===== src/rtl/ps2_key_tracker_pkg.sv =====
// Shared constants for the PS/2 key tracker: protocol bytes,
// FSM state encodings and small helpers.
package ps2_key_tracker_pkg;

    localparam logic [7:0] PS2_EXT    = 8'hE0;
    localparam logic [7:0] PS2_BRK    = 8'hF0;
    localparam logic [7:0] PS2_PAUSE  = 8'hE1;
    localparam logic [7:0] PS2_BAT    = 8'hAA;
    localparam logic [7:0] PS2_ACK    = 8'hFA;
    localparam logic [7:0] PS2_ECHO   = 8'hEE;
    localparam logic [7:0] PS2_RESEND = 8'hFE;
    localparam logic [7:0] PS2_ERR_LO = 8'h00;
    localparam logic [7:0] PS2_ERR_HI = 8'hFF;

    localparam logic [7:0] KEY_W    = 8'h1D;
    localparam logic [7:0] KEY_S    = 8'h1B;
    localparam logic [7:0] KEY_UP   = 8'h75;
    localparam logic [7:0] KEY_DOWN = 8'h72;

    localparam logic [2:0] ST_IDLE    = 3'd0;
    localparam logic [2:0] ST_EXT     = 3'd1;
    localparam logic [2:0] ST_BRK     = 3'd2;
    localparam logic [2:0] ST_EXT_BRK = 3'd3;
    localparam logic [2:0] ST_SKIP    = 3'd4;

    // Pause is E1 followed by seven more bytes that carry no key info
    localparam logic [2:0] PAUSE_TAIL = 3'd7;

    function automatic int idx_w(input int n);
        return (n > 1) ? $clog2(n) : 1;
    endfunction

    function automatic logic is_selftest(input logic [7:0] b);
        return (b == PS2_BAT) || (b == PS2_ACK) || (b == PS2_ECHO) ||
               (b == PS2_RESEND) || (b == PS2_ERR_LO) ||
               (b == PS2_ERR_HI);
    endfunction

endpackage


===== src/rtl/ps2_code_match.sv =====
// Priority matcher: finds the lowest-index tracked key whose
// scan code and extended flag equal the completed sequence.
module ps2_code_match
    import ps2_key_tracker_pkg::*;
#(
    parameter int                    NUM_KEYS  = 4,
    parameter logic [NUM_KEYS*8-1:0] KEY_CODES = {8'h72, 8'h75, 8'h1B, 8'h1D},
    parameter logic [NUM_KEYS-1:0]   KEY_EXT   = 4'b1100,
    parameter int                    IDX_W     = idx_w(NUM_KEYS)
) (
    input  logic [7:0]       code,
    input  logic             ext,
    output logic             hit,
    output logic [IDX_W-1:0] idx
);

    always_comb begin
        hit = 1'b0;
        idx = '0;
        // walk downward so the lowest matching index is written last
        for (int i = NUM_KEYS - 1; i >= 0; i--) begin
            if (KEY_CODES[8*i +: 8] == code && KEY_EXT[i] == ext) begin
                hit = 1'b1;
                idx = IDX_W'(i);
            end
        end
    end

endmodule


===== src/rtl/ps2_key_tracker.sv =====
// Turns the PS/2 byte stream into per-key held state, a one-cycle
// change event stream and last-sequence debug registers.
module ps2_key_tracker
    import ps2_key_tracker_pkg::*;
#(
    parameter int                    NUM_KEYS       = 4,
    parameter logic [NUM_KEYS*8-1:0] KEY_CODES      = {8'h72, 8'h75, 8'h1B, 8'h1D},
    parameter logic [NUM_KEYS-1:0]   KEY_EXT        = 4'b1100,
    parameter int                    TIMEOUT_CYCLES = 100_000
) (
    input  logic                          CLOCK_50,
    input  logic                          resetn,
    input  logic                          clear,
    input  logic [7:0]                    ps2_data,
    input  logic                          ps2_data_en,
    output logic [NUM_KEYS-1:0]           key_down,
    output logic                          event_valid,
    output logic [idx_w(NUM_KEYS)-1:0]    event_idx,
    output logic                          event_make,
    output logic [7:0]                    last_code,
    output logic                          last_ext,
    output logic                          last_break,
    output logic                          timeout_err
);

    localparam int IDX_W = idx_w(NUM_KEYS);
    localparam int TW    = $clog2(TIMEOUT_CYCLES + 1);
    localparam logic [TW-1:0] TMO_LAST = TW'(TIMEOUT_CYCLES - 1);

    logic [2:0]          state_q, state_d;
    logic [2:0]          skip_q, skip_d;
    logic [TW-1:0]       tmo_q, tmo_d;
    logic [NUM_KEYS-1:0] key_down_q, key_down_d;
    logic                ev_valid_q, ev_valid_d;
    logic [IDX_W-1:0]    ev_idx_q, ev_idx_d;
    logic                ev_make_q, ev_make_d;
    logic [7:0]          last_code_q, last_code_d;
    logic                last_ext_q, last_ext_d;
    logic                last_brk_q, last_brk_d;
    logic                tmo_err_q, tmo_err_d;

    logic             seq_ext;
    logic             seq_brk;
    logic             complete;
    logic             hit;
    logic [IDX_W-1:0] hit_idx;

    assign seq_ext = (state_q == ST_EXT) || (state_q == ST_EXT_BRK);
    assign seq_brk = (state_q == ST_BRK) || (state_q == ST_EXT_BRK);

    ps2_code_match #(
        .NUM_KEYS  (NUM_KEYS),
        .KEY_CODES (KEY_CODES),
        .KEY_EXT   (KEY_EXT),
        .IDX_W     (IDX_W)
    ) u_match (
        .code (ps2_data),
        .ext  (seq_ext),
        .hit  (hit),
        .idx  (hit_idx)
    );

    // does the current byte finish a make/break sequence?
    always_comb begin
        complete = 1'b0;
        case (state_q)
            ST_IDLE: complete = (ps2_data != PS2_EXT) &&
                                (ps2_data != PS2_BRK) &&
                                (ps2_data != PS2_PAUSE) &&
                                !is_selftest(ps2_data);
            ST_EXT:     complete = (ps2_data != PS2_BRK);
            ST_BRK:     complete = 1'b1;
            ST_EXT_BRK: complete = 1'b1;
            default:    complete = 1'b0;
        endcase
    end

    always_comb begin
        state_d     = state_q;
        skip_d      = skip_q;
        tmo_d       = tmo_q;
        key_down_d  = key_down_q;
        ev_valid_d  = 1'b0;
        ev_idx_d    = ev_idx_q;
        ev_make_d   = ev_make_q;
        last_code_d = last_code_q;
        last_ext_d  = last_ext_q;
        last_brk_d  = last_brk_q;
        tmo_err_d   = 1'b0;

        if (clear) begin
            state_d     = ST_IDLE;
            skip_d      = '0;
            tmo_d       = '0;
            key_down_d  = '0;
            ev_idx_d    = '0;
            ev_make_d   = 1'b0;
            last_code_d = '0;
            last_ext_d  = 1'b0;
            last_brk_d  = 1'b0;
        end else if (ps2_data_en) begin
            tmo_d = '0;
            case (state_q)
                ST_IDLE: begin
                    if (ps2_data == PS2_EXT) begin
                        state_d = ST_EXT;
                    end else if (ps2_data == PS2_BRK) begin
                        state_d = ST_BRK;
                    end else if (ps2_data == PS2_PAUSE) begin
                        state_d = ST_SKIP;
                        skip_d  = PAUSE_TAIL;
                    end
                end
                ST_EXT: begin
                    if (ps2_data == PS2_BRK) state_d = ST_EXT_BRK;
                end
                ST_BRK, ST_EXT_BRK: ;
                ST_SKIP: begin
                    skip_d = skip_q - 3'd1;
                    if (skip_q <= 3'd1) state_d = ST_IDLE;
                end
                default: state_d = ST_IDLE;
            endcase

            if (complete) begin
                state_d     = ST_IDLE;
                last_code_d = ps2_data;
                last_ext_d  = seq_ext;
                last_brk_d  = seq_brk;
                if (hit && !seq_brk && !key_down_q[hit_idx]) begin
                    key_down_d[hit_idx] = 1'b1;
                    ev_valid_d = 1'b1;
                    ev_idx_d   = hit_idx;
                    ev_make_d  = 1'b1;
                end else if (hit && seq_brk && key_down_q[hit_idx]) begin
                    key_down_d[hit_idx] = 1'b0;
                    ev_valid_d = 1'b1;
                    ev_idx_d   = hit_idx;
                    ev_make_d  = 1'b0;
                end
            end
        end else if (state_q != ST_IDLE) begin
            // a stalled multi-byte sequence is abandoned, held keys stay held
            if (tmo_q == TMO_LAST) begin
                state_d   = ST_IDLE;
                skip_d    = '0;
                tmo_d     = '0;
                tmo_err_d = 1'b1;
            end else begin
                tmo_d = tmo_q + 1'b1;
            end
        end
    end

    always_ff @(posedge CLOCK_50 or negedge resetn) begin
        if (!resetn) begin
            state_q     <= ST_IDLE;
            skip_q      <= '0;
            tmo_q       <= '0;
            key_down_q  <= '0;
            ev_valid_q  <= 1'b0;
            ev_idx_q    <= '0;
            ev_make_q   <= 1'b0;
            last_code_q <= '0;
            last_ext_q  <= 1'b0;
            last_brk_q  <= 1'b0;
            tmo_err_q   <= 1'b0;
        end else begin
            state_q     <= state_d;
            skip_q      <= skip_d;
            tmo_q       <= tmo_d;
            key_down_q  <= key_down_d;
            ev_valid_q  <= ev_valid_d;
            ev_idx_q    <= ev_idx_d;
            ev_make_q   <= ev_make_d;
            last_code_q <= last_code_d;
            last_ext_q  <= last_ext_d;
            last_brk_q  <= last_brk_d;
            tmo_err_q   <= tmo_err_d;
        end
    end

    assign key_down    = key_down_q;
    assign event_valid = ev_valid_q;
    assign event_idx   = ev_idx_q;
    assign event_make  = ev_make_q;
    assign last_code   = last_code_q;
    assign last_ext    = last_ext_q;
    assign last_break  = last_brk_q;
    assign timeout_err = tmo_err_q;

endmodule


===== config.mk =====
export PLATFORM = sky130hd
export DESIGN_NAME = ps2_key_tracker
export DESIGN_NICKNAME = d
export VERILOG_FILES = /design/src/rtl/ps2_key_tracker_pkg.sv /design/src/rtl/ps2_code_match.sv /design/src/rtl/ps2_key_tracker.sv
export SDC_FILE = /design/constraint.sdc
export NUM_CORES = 1
export LEC_CHECK = 0
export BUFFER_PORTS_ARGS = -buffer_cell sky130_fd_sc_hd__buf_2
export CAP_MARGIN = 30
export CORE_ASPECT_RATIO = 2
export CORE_MARGIN = 5
export CORE_UTILIZATION = 30
export DETAILED_ROUTE_END_ITERATION = 6
export SYNTH_ARGS = -nofsm -noshare
export SYNTH_HDL_FRONTEND = slang
export SYNTH_SLANG_ARGS = --single-unit

===== constraint.sdc =====
create_clock -name CLOCK_50 -period 2.8 [get_ports CLOCK_50]
set_input_delay 0.14 -clock CLOCK_50 [delete_from_list [all_inputs] [get_ports CLOCK_50]]
set_output_delay 0.14 -clock CLOCK_50 [all_outputs]
set_load 0.1 [all_outputs]

Yosys cells after proc, flatten, opt, wreduce, memory -nomap -nowiden:

Cells that the tools add are included.

* bits of input ports: 12
* output and inout bits: 19
* register bits after elaboration: 42
* logic and storage cells: 150

* eq/ne operators: 28
* magnitude comparators: 3
* reductions and logical operators: 35
* add/sub/neg operators: 2
* muxes and demuxes: 67
* bitwise gates (word level): 4

Operators by type and width (count)
* $mux W17: 4
* $eq A8 B8 Y1 const B: 8
* $mux W3: 15
* $mux W1: 26
* $mux W8: 3
* $ne A8 B8 Y1 const B: 3
* $mux W4: 5
* $mux W2: 9
* $add A17 B1 Y17 const B: 1
* $eq A17 B17 Y1 const B: 1
* $eq A5 B8 Y1 const A: 2
* $eq A7 B8 Y1 const A: 2
* $logic_and A1 B1 Y1: 12
* $ne A4 B4 Y1 const B: 3
* $pmux W3 S4: 1
* $reduce_and A6 Y1: 2
* $reduce_bool A3 Y1: 4
* $logic_not A8 Y1: 1
* $logic_or A1 B1 Y1: 7
* $ne A7 B7 Y1 const B: 1
* $eq A3 B2 Y1 const B: 2
* $pmux W3 S2: 1
* $ne A5 B4 Y1 const B: 1
* $ne A5 B5 Y1 const B: 1
* other kinds (21): 24

Logic depth before layout (Yosys ltp):

Gate-level depths: netlist of the first run.

* word-level depth: 18
* depth in mapped cells: 8
* mapped depth without buffers: 7

By module:

From an unflattened synthesis of the first run, not the netlist that was laid out.

* cell total of the unflattened synthesis: 264
* area total of the unflattened synthesis: 2501.1 um2

Modules (own cells, without submodules)
* ps2_key_tracker: times used 1, cells an instance 251, area each 2399.8 um2
* ps2_code_match: times used 1, cells an instance 13, area each 101.3 um2

Worst setup path before layout of the first run:

OpenSTA, ideal clock, no wires.

* kind: register to register
* start point: reg key_down_q[2] (netlist: key_down[2])
* end point: reg key_down_q[3] (netlist: key_down[3])
* buffers on the path: 0
* period minus slack after synthesis: 2.351 ns
* data required time: 2.661 ns
* path slack: 0.449 ns
* setup time: 0.139 ns
* arrival: 2.212 ns
* cell stages (with the launch flop): 7
* path through: dfrtp_1 and4b_1 o211a_1 a311oi_1 a211oi_4 o311ai_0 o21ai_0

* cells in the longest elaborated chain, start to end: 8

RTL lines
* start, declared: RTL line ps2_key_tracker.sv:33 `logic [NUM_KEYS-1:0] key_down_q, key_down_d;`
* start signal, assigned: RTL line ps2_key_tracker.sv:172 `key_down_q <= key_down_d;`
* $bmux W1 S2 (*): RTL line ps2_key_tracker.sv:130, ps2_key_tracker.sv:135
* $mux W1 (not written as such) (*): RTL line ps2_key_tracker.sv:130, ps2_key_tracker.sv:135
* $logic_not A1 Y1: RTL line ps2_key_tracker.sv:130 `if (hit && !seq_brk && !key_down_q[hit_idx]) begin`
* $logic_and A1 B1 Y1: RTL line ps2_key_tracker.sv:130
* $mux W4: RTL line ps2_key_tracker.sv:130
* $mux W4: RTL line ps2_key_tracker.sv:125 `if (complete) begin`
* $mux W4: RTL line ps2_key_tracker.sv:101 `end else if (ps2_data_en) begin`
* $mux W4: RTL line ps2_key_tracker.sv:91 `if (clear) begin`

Every way passes the cells marked *; elsewhere a longest branch is shown, timed or not. The select of a mux whose other input is x is not followed.
A chain may end at the register's enable or synchronous reset.

Worst setup path in the final report of the first run:

* start point: reg state_q[1]
* end point: reg last_brk_q (netlist: last_break)

* cells in the longest elaborated chain, start to end: 5

RTL lines
* start, declared: RTL line ps2_key_tracker.sv:30 `logic [2:0] state_q, state_d;`
* start signal, assigned: RTL line ps2_key_tracker.sv:169 `state_q <= state_d;`
* $eq A3 B2 Y1: RTL line ps2_key_tracker.sv:49, ps2_key_tracker.sv:66
* $reduce_or A2 Y1 (no line) or $logic_or A1 B1 Y1 (tied branches)
* $pmux W1 S3 or $mux W1 (tied branches): RTL line ps2_key_tracker.sv:66, ps2_key_tracker.sv:125
* $reduce_bool A2 Y1 (no line) or $mux W1 (tied branches)
* $reduce_and A2 Y1 (no line) or $mux W1 (tied branches)
* end signal, assigned: RTL line ps2_key_tracker.sv:178 `last_brk_q <= last_brk_d;`
* end, declared: RTL line ps2_key_tracker.sv:39 `logic last_brk_q, last_brk_d;`

Parallel ways exist; a longest one is shown, timed or not. The select of a mux whose other input is x is not followed.

==> results.md, run 1 <==
* Detailed placer's ending HPWL at 4898 um
* Num CTS Buffers at 5
* Worst-Skew Late Latency at 0.29 ns
* Largest clock skew in the final design at between 0.006 and 0.007 ns
* CP Capture Type: register
* Sequential fraction of the synthesis area at 43.68%
* Final count of hold timing violations at 0
* Standard-cell row count at 46
* Count of input and output buffers at 30
* Final number of setup-violating endpoints at 0
* Sum of buffers and inverters on the critical path at 0
* Overall power of the completed layout at roughly 1.5 mW
* Largest voltage drop on the vdd net at 0.3458 mV
* Vias in the first global route at 2181
* Static leakage at roughly 1.3 nW
* Remaining antenna violation count after routing at 0
* Share of Yosys cell area claimed by the top area cell type at 43.68%
* Master of the slowest instance on the critical path: dfrtp_1
* Sum of routed wire length over all layers at ~6500 um
* Total net switching power at 0.4211 mW
* Clock sink total at 42
* Sum of negative setup slack at 0 ns
* Count of inserted antenna diode cells at 0
* Post-synthesis register bit count at 42
* Result of the run: finished clean
* Cell variety after synth at 58
* Ys Warns at 0
* Post-detailed-route wirelength per cell at around 17 um
* Number of pins exceeding their max-slew limit in the final report at 0
* Post-route worst hold slack at approximately 0.12 ns
* Pin count of the biggest net entering global routing at 43
* RePlAce Congestion at between 0.8 and 0.9
* Most instantiated flip-flop cell in the synthesis netlist: dfrtp_1
* Library cell with the largest summed area after synthesis: dfrtp_1
* Number of iterations in the first detailed-routing pass at 4
* Starting density of the core at between 30% and 40%
* Kind of start point of the critical path: register
* Number of enable flip-flop cells after synthesis at 0
* Area growth syn-to-layout at 17.52%
* Die ar. at 0.01002 mm2
* Highest clock rate at around 420 MHz
* Cells traversed along the worst timing path: nor3_2 > o21ai_0 > nor4b_1 > o21ai_1 > and2_1 > a2bb2o_1
* Clk Tree Root Cell: clkbuf_16
* Synthesized netlist cell count at 256
* Final clock period utilization by the worst path at roughly 85%
* Hold buffer count at cts at 0
* Total number of vias at 2086
* Post-synthesis area per instance at 9.399 um2
* Transition at the pin with the smallest max-transition slack at 0.5628 ns
* Part of the power in combinational logic at 15.9%
* Maximum number of buffers from clock root to sink at 2
* Post-Place Cell Area at 0.002650 mm2
* Net Sw Frac at between 20 and 30%
* Number of DRC violations after detailed routing at 0
* Worst hold path startpoint: ps2_data_en
* CP max stage delay at 0.53 ns
* Placeable core area at 0.007885 mm2
* Ranking of synthesized cells by area: dfrtp_1 44%, xor2_1 4.4%, a22o_1 4.0%
* Post-CTS clock slew at the launch and capture registers of the worst setup and hold paths at 0.06 ns
* Kind of cell with the highest combined delay on the critical path: simple AND/OR/NAND/NOR gates
* Slew margin rel. at 62.13%
* Die Width at about 73 um
* Share of power burned in registers at between 40 and 50%
* Unrepaired setup endpoints after global routing: no
* Final instance area at 0.002828 mm2
* Iteration-0 DRC Markers at 117
* R2r worst-path depth at 6
* Source of the worst register-to-register timing path: state_q[1]
* Setup slack of the worst register-to-register path at 0.41 ns
* Data arrival time at the worst-slack endpoint at 2.56 ns
* Proportion of synthesized flip-flops having asynchronous set or reset at 100.0%
* Final critical path time including I/O delays and setup at 2.390 ns
* Overflow after GRT at 0
* Endpoint of the lowest-slack register-to-register path: last_break
* Clock tree from TritonCTS: built
* Nets in the synthesized netlist at 271
* Hold Path End: timeout_err
* DR vias/cell at 5.418
* Most frequent cells in the layout: 42 x dfrtp_1, 30 x buf_2, 22 x nand2_1, 22 x nor2_1, 14 x o21ai_0
* Fraction of final layout cells sized beyond drive strength 1 at 17.65%
* GR Util All Layers at 14.22%
* Type of the most critical hold path: in2reg
* Number of ports placed on the die boundary at 31
* CTS HTree Levels at 2
* Final Util at 35.86%
* Fraction of power consumed by the clock network at 39.9%
* Power density relative to cell area at 522.8 mW/mm2
* Net count of the finished layout at 303
* Initial antenna violation count at 0
* Total setup buffers inserted after CTS at 0
* Post-synthesis instance area at 0.002406 mm2
* Cell count of the worst hold path at 2
* Critical path peak fanout at 14
* Most common cell after layout, fill and taps aside: dfrtp_1
* Maxcap violations at 0
* Internal power at 1.057 mW
* PostCTS Resize Cnt at 0
* Crit Path Category: reg2reg
* Die height at 136.7 um
* Required time at the endpoint of the critical path at between 2 and 3 ns
* First-pass GRT wire length at 11000 um
-- registers in the layout (all words and copies together) (netlist names) --
register,flops
event_idx,2
event_make,1
event_valid,1
key_down,4
last_break,1
last_code,8
last_ext,1
skip_q,3
state_q,3
timeout_err,1
tmo_q,17
-- power groups by stage --
stage	combinational [mW]	sequential, mW	clock, mW
2_1_floorplan	0.112	0.715	0
3_3_place_gp	0.231	0.666	0
3_5_place_dp	0.234	0.665	0
4_1_cts	0.234	0.654	0.603
5_1_grt	0.257	0.658	0.626
6_report	0.234	0.654	0.590
-- final cells by class --
cell class              instances  area [um2]
fillers                       798        5057
multi-input cells             198        1284
flip-flops and latches         42        1051
repair buffers                 35       202.7
clock buffers                   7       142.6
well taps                      96       120.1
inverters                       6       22.52
clock inverters                 1       5.005
-- worst register-to-register path, delay by kind of cell, from the launching register on --
| family | cells | cell delay (ns) |
|---|---|---|
| AOI/OAI and AO/OA | 3 | 0.66 |
| and+or+nand+nor | 3 | 1.08 |
| DFF | 1 | 0.53 |
-- layer usage --
| layer | up-vias | share of wire (%) | wire length (um) | track usage (%) |
|---|---|---|---|---|
| met5 | - | 0 | 0 | 0 |
| met4 | 0 | 3.4 | 221 | 6.653 |
| met3 | 18 | 2.9 | 189 | 3.015 |
| met2 | 39 | 56 | 3622 | 26.07 |
| met1 | 1016 | 38 | 2450 | 14.93 |
| li1 | 1013 | - | - | - |
-- logic make-up after synthesis --
kind of cell / count (synthesis) / share of synthesized area [%]
AO/OA/AOI/OAI: 60 / 17.89
XOR/XNOR: 14 / 5.096
buffers and inverters: 16 / 2.964
AND/OR/NAND/NOR: 121 / 28.81
flip-flops: 42 / 43.68
adder cells (fa/ha/maj): 3 / 1.560
-- through the flow --
stage	worst slack [ns]	instances
6_report	0.4098	385
3_5_place_dp	0.4556	375
3_3_place_gp	0.5002	375
5_1_grt	0.2637	385
4_1_cts	0.4264	383
2_1_floorplan	0.4490	256
-- worst max-delay path by stage --
stage / start / to / slack, ns / depth (start not counted)
4_1_cts: state_q[1] / last_break / 0.43 / 6
6_report: state_q[1] / last_break / 0.41 / 6
2_1_floorplan: key_down[2] / key_down[3] / 0.45 / 6
3_3_place_gp: state_q[1] / last_break / 0.50 / 6
5_1_grt: state_q[1] / last_break / 0.26 / 6
3_5_place_dp: state_q[1] / last_break / 0.46 / 6
-- synthesized netlist by cell type, drive strengths merged (5+ instances only) --
cell type,instances
dfrtp,42
nor2,23
nand2,22
o21ai,17
a22o,12
xor2,12
nand3,10
nand4,9
and3,8
buf,7
nor3,7
a21oi,6
inv,6
nor2b,6
and2,5
nor4,5
o211ai,5
(Power assumes the default switching activity.)
==> inputs of run 2 (changes only) <==
- SKIP_CTS_REPAIR_TIMING: default -> 1
- SYNTH_HIERARCHICAL: default -> 1
==> results.md, run 2 <==
* Met2 routing resource usage after global routing at 24.41%
* Die Width at 74.57 um
* Critical Path End: event_idx[1]
* Result of the run: finished clean
* Worst-Skew Late Latency at about 0.29 ns
* Standard-cell row count at 47
* Number of DRC violations after detailed routing at 0
* Proportion of synthesized flip-flops having asynchronous set or reset at 100.0%
* Busiest layer in global routing: met2
* Post-synthesis instance area at 0.002501 mm2
* Number of pins exceeding their max-slew limit in the final report at 0
* Remaining antenna violation count after routing at 0
* R2r worst-path depth at 11
* Clock tree from TritonCTS: built
* Post-CTS clock slew at the launch and capture registers of the worst setup and hold paths at 0.06 ns
* Initial antenna violation count at 0
* Number of cells on the critical path at 11
* Final clock period utilization by the worst path at a little over nine tenths
* Master of the slowest instance on the critical path: mux4_2
* Total number of vias at ~2200
* Final Util at 36.78%
* Post-Place Cell Area at 0.002784 mm2
* Clk Tree Root Cell: clkbuf_16
* Largest clock skew in the final design at between 0.004 and 0.005 ns
* Most frequent cells in the layout: 42 x dfrtp_1, 30 x buf_2, 24 x nor2_1
* Final standard cell count with taps included and fillers excluded at 405
* Crit Path Category: reg2reg
* Pin count of the biggest net entering global routing at 43
* Overall power of the completed layout at 1.448 mW
* Net count of the finished layout at 321
* Required time at the endpoint of the critical path at 2.96 ns
* Final critical path time including I/O delays and setup at 2.692 ns
* CP max stage delay at 0.54 ns
* Data arrival time at the worst-slack endpoint at approximately 2.9 ns
* CP Capture Type: register
* Nets in the synthesized netlist at 279
* Ranking of synthesized cells by area: dfrtp_1 42%, nand2b_1 5.3%, mux2i_1 5.2%
* Critical path peak fanout at 5
* Die height at between 100 and 150 um
* Fraction of final layout cells sized beyond drive strength 1 at 19.87%
* Number of ports placed on the die boundary at 31
* Kind of cell with the highest combined delay on the critical path: simple AND/OR/NAND/NOR gates
* Number of placed instances with taps included at 391
* Final number of setup-violating endpoints at 0
* Met1 usage at ~14%
* Start point of the critical path: state_q[0]
* Number of enable flip-flop cells after synthesis at 0
* Count of input and output buffers at 30
* Static leakage at 1.312 nW
* Source of the worst register-to-register timing path: state_q[0]
* Share of Yosys cell area claimed by the top area cell type at 42.02%
* Final instance area at 0.003028 mm2
* First-pass GRT wire length at between 10000 and 15000 um
* GR Util All Layers at a little over an eighth
* Kind of start point of the critical path: register
* Cell count of the worst hold path at 2
* Flip-flop count of the largest register after layout at 17
* Most used cell along the critical path: nand2_2
* Most common cell after layout, fill and taps aside: dfrtp_1
* Ys Warns at 6
* Sum of buffers and inverters on the critical path at 1
* Placeable core area at 0.008233 mm2
* Post-synthesis register bit count at 42
* Clock sink total at 42
* Post-detailed-route wirelength per cell at roughly 16 um
* GRT met3 Usage at 1.379%
* Die ar. at 0.01037 mm2
* Endpoint of the lowest-slack register-to-register path: event_idx[1]
* DR vias/cell at roughly 5.3
* Starting density of the core at 30.38%
* Sum of negative setup slack at 0 ns
* Power density relative to cell area at 478.1 mW/mm2
* Type of the most critical hold path: in2reg
* Final count of hold timing violations at 0
* Count of inserted antenna diode cells at 0
* Cells traversed along the worst timing path: nor2b_4 > nor4b_4 > nand4_1 > nand2_2 > mux4_2 > xnor2_2 > nand2_2 > o31ai_4 > buf_6 > mux2i_1 > nor2_1
* Cell variety after synth at between 50 and 60
* Unrepaired setup endpoints after global routing: yes
* Detailed placer's ending HPWL at 4798 um
* Num CTS Buffers at 5
* Transition at the pin with the smallest max-transition slack at between 0.5 and 0.6 ns
* Area growth syn-to-layout at 21.06%
* Vias in the first global route at 2155
* Slew margin rel. at between 60 and 70%
* Iteration-0 DRC Markers at around 160
* Most instantiated flip-flop cell in the synthesis netlist: dfrtp_1
* CTS HTree Levels at 2
* Highest clock rate at between 300 and 400 MHz
* Library cell with the largest summed area after synthesis: dfrtp_1
* Sum of routed wire length over all layers at 6516 um
* Number of iterations in the first detailed-routing pass at 4
* Maximum number of buffers from clock root to sink at 2
* Cell with the most instances after synthesis: dfrtp_1
* Synthesized netlist cell count at about 260
* Maxcap violations at 0
* RePlAce Congestion at 0.8439
* Register with the most flip-flops: tmo_q
* Overflow after GRT at 0
* Sequential fraction of the synthesis area at 42.02%
* Post-synthesis area per instance at roughly 9.5 um2
* Setup slack of the worst register-to-register path at 0.11 ns
* Largest voltage drop on the vdd net at 0.2075 mV
* Cell types with the highest counts after synthesis: 42 x dfrtp_1, 24 x nor2_1, 21 x nand2b_1
==> run 2: changes by cell type in the layout (fill, tap and decap cells not counted), sizes merged, moves of 6 or more <==
| cell | delta |
|---|---|
| and3 | -6 |
| nand2b | +17 |
| buf | +8 |
| mux2i | +13 |
| a22o | -10 |
| xor2 | -7 |
==> run 2: metal layers <==
layer | up-vias | routed length, um | part of all wire (%)
li1 | 1040 | - | -
met1 | 1068 | 2330 | 36
met2 | 42 | 3746 | 57
met3 | 14 | 186 | 2.9
met4 | 0 | 252 | 3.9
met5 | - | 0 | 0
==> run 2: how the worst min path moves through the flow <==
| stage | slack, ns | start | to |
|---|---|---|---|
| floorplan | -0.16 | resetn | event_idx[0] |
| global placement | 0.35 | resetn | last_code[7] |
| detailed placement | 0.37 | resetn | last_code[7] |
| CTS | 0.06 | resetn | last_code[7] |
| global route | 0.16 | ps2_data[7] | last_code[7] |
| finish | 0.15 | ps2_data_en | tmo_q[4] |
==> run 2: worst register-to-register path, cell delays in order, from the launching register on <==
cell and delay (ns):
dfrtp_1 0.38, nor2b_4 0.14, nor4b_4 0.27, nand4_1 0.17, nand2_2 0.11, mux4_2 0.54
xnor2_2 0.22, nand2_2 0.10, o31ai_4 0.24, buf_6 0.16, mux2i_1 0.19, nor2_1 0.05
==> run 2: kinds of logic after synthesis <==
family                   count (synthesis)  synth area share [%]
AND/OR/NAND/NOR                        131                 30.37
AO/OA/AOI/OAI                           45                 12.66
flip-flops                              42                 42.02
buffers and inverters                   18                 3.201
multiplexers                            14                 6.103
XOR/XNOR                                11                 4.152
adder cells (fa/ha/maj)                  3                 1.501
==> run 2: layout make-up <==
type	count	area (um2)
fill	850	5205
multi-input combinational	204	1380
sequential	42	1051
timing repair buffer	43	274.0
clock buffer	7	132.6
tap	98	122.6
inverter	10	37.54
clock inverter	1	30.03
==> run 2: through the flow <==
stage | worst slack, ns | hold WS (ns)
2_1_floorplan | 0.04821 | -0.1556
3_3_place_gp | 0.1074 | 0.3471
3_5_place_dp | 0.02250 | 0.3650
4_1_cts | 0.008640 | 0.06022
5_1_grt | -0.06817 | 0.1636
6_report | 0.1083 | 0.1548
==> run 2: report_power, final <==
group,switching (mW),internal (mW),leakage [nW]
combinational,0.127,0.0446,0.652
sequential,0.00506,0.616,0.581
clock,0.233,0.422,0.0781
total,0.366,1.08,1.31
==> inputs of run 3 (changes only) <==
- CORE_UTILIZATION: 30 -> 41
==> results.md, run 3 (synthesis results as in run 2) <==
* Result of the run: finished clean
* GR Util All Layers at 17.85%
* Post-Place Cell Area at 0.002783 mm2
* Detailed placer's ending HPWL at just under 5000 um
* Net count of the finished layout at about 320
* Highest clock rate at 374.4 MHz
* Number of iterations in the first detailed-routing pass at 4
* Final clock period utilization by the worst path at 95.39%
* Die Width at 65.23 um
* Required time at the endpoint of the critical path at around 3.0 ns
* Clock tree from TritonCTS: built
* Power density relative to cell area at 468.2 mW/mm2
* Clk Tree Root Cell: clkbuf_16
* Area growth syn-to-layout at 19.26%
* Register with the most flip-flops: tmo_q
* Fraction of power consumed by the clock network at 43.1%
* Die height at 120.5 um
* Num CTS Buffers at 5
* Net Sw Frac at 27.40%
* Flip-flop count of the largest register after layout at 17
* Final number of setup-violating endpoints at 0
* Count of input and output buffers at 30
* Sum of negative setup slack at 0 ns
* Worst-Skew Late Latency at 0.29 ns
* Type of the most critical hold path: in2reg
* Number of DRC violations after detailed routing at 0
* Fraction of final layout cells sized beyond drive strength 1 at between 20% and 30%
* Slew margin rel. at approximately 60%
* Largest voltage drop on the vdd net at 0.3733 mV
* Kind of start point of the critical path: register
* Total net switching power at approximately 0.38 mW
* Starting density of the core at a little over two fifths
* Maxcap violations at 0
* RePlAce Congestion at 0.8787
* Iteration-0 DRC Markers at 98
* Part of the power in combinational logic at 12.5%
* Vias in the first global route at 2241
* Post-CTS clock slew at the launch and capture registers of the worst setup and hold paths at approximately 0.06 ns
* Largest clock skew in the final design at approximately 0.0034 ns
* Critical path peak fanout at 3
* Crit Path Category: reg2reg
* Data arrival time at the worst-slack endpoint at 2.83 ns
* CTS HTree Levels at 2
* Transition at the pin with the smallest max-transition slack at 0.5854 ns
* Die ar. at 0.007857 mm2
* Standard-cell row count at 40
* Post-detailed-route wirelength per cell at 17.63 um
* Total number of vias at 2160
* Maximum number of buffers from clock root to sink at 2
* Most frequent cells in the layout: 42 x dfrtp_1, 30 x buf_2, 24 x nor2_1
* Most common cell after layout, fill and taps aside: dfrtp_1
* Share of power burned in registers at between 40% and 50%
* Internal power at 1.014 mW
* Sum of routed wire length over all layers at 6560 um
* DR vias/cell at 5.806
* Pin count of the biggest net entering global routing at 34
* Final count of hold timing violations at 0
* Clock sink total at 42
* Post-route worst hold slack at 0.1381 ns
* Count of inserted antenna diode cells at 0
* CP Capture Type: register
* Post-Place Setup Slack at 0.06700 ns
* Final WS setup at 0.1291 ns
* Number of pins exceeding their max-slew limit in the final report at 0
* Static leakage at 1.312 nW
* Placeable core area at 0.005956 mm2
* Setup slack of the worst register-to-register path at about 0.13 ns
* Initial antenna violation count at 0
* Overflow after GRT at 0
* First-pass GRT wire length at 10740 um
* Number of ports placed on the die boundary at 31
* Final instance area at 0.002983 mm2
* Final critical path time including I/O delays and setup at 2.671 ns
* Remaining antenna violation count after routing at 0
[run 3: changes by cell type in the layout (fill, tap and decap cells not counted), sizes merged]
cell      change
buf           +2
bufinv        -1
clkbuf        -1
clkinv        +1
clkinvlp      +1
[run 3: final cells by class]
type                    count  area [um2]
fillers                   569        2973
multi-input cells         204        1386
flip-flops and latches     42        1051
repair buffers             45       277.8
clock buffers               6       138.9
well taps                  63       78.83
inverters                  10       37.54
clock inverters             2       12.51
[run 3: per-layer routing]
layer	track usage [%]	vias to the layer above	wire length (um)
li1	-	1051	-
met1	17.61	1067	2379
met2	34.03	34	3847
met3	3.346	8	206
met4	8.701	0	126
met5	0	-	0
[run 3: path summary, 6_finish.rpt]
check | cells past startpoint | from | to
worst max-delay path | 11 | state_q[0] | event_idx[1]
worst max register to register | 11 | state_q[0] | event_idx[1]
min in group asynchronous | 2 | resetn | last_code[6]
max in group asynchronous | 3 | resetn | tmo_q[10]
worst min-delay path | 3 | ps2_data[7] | last_code[7]
worst min register to register | 1 | skip_q[2] | skip_q[2]
[run 3: worst max-delay path: stages, from the launching register on]
cell and delay (ns):
dfrtp_1 0.38, nor2b_4 0.14, nor4b_4 0.26, nand4_1 0.17
nand2_2 0.12, mux4_2 0.54, xnor2_2 0.23, nand2_2 0.10
o31ai_4 0.20, buf_4 0.16, mux2i_1 0.19, nor2_1 0.05
[run 3: per-stage QoR]
step	util (%)	total power, mW	cells
2_1_floorplan	-	0.7414	264
3_5_place_dp	46.72	0.8052	360
4_1_cts	49.26	1.415	368
6_report	50.08	1.397	372
5_1_grt	50.08	1.449	372
3_3_place_gp	46.39	0.8001	359
[run 3: power groups by stage]
stage | clock network (mW) | logic [mW] | registers, mW
after detailed placement | 0 | 0.174 | 0.632
after floorplan | 0 | 0.0557 | 0.686
final | 0.602 | 0.174 | 0.620
after CTS | 0.621 | 0.174 | 0.620
after global placement | 0 | 0.169 | 0.631
after global routing | 0.640 | 0.188 | 0.621
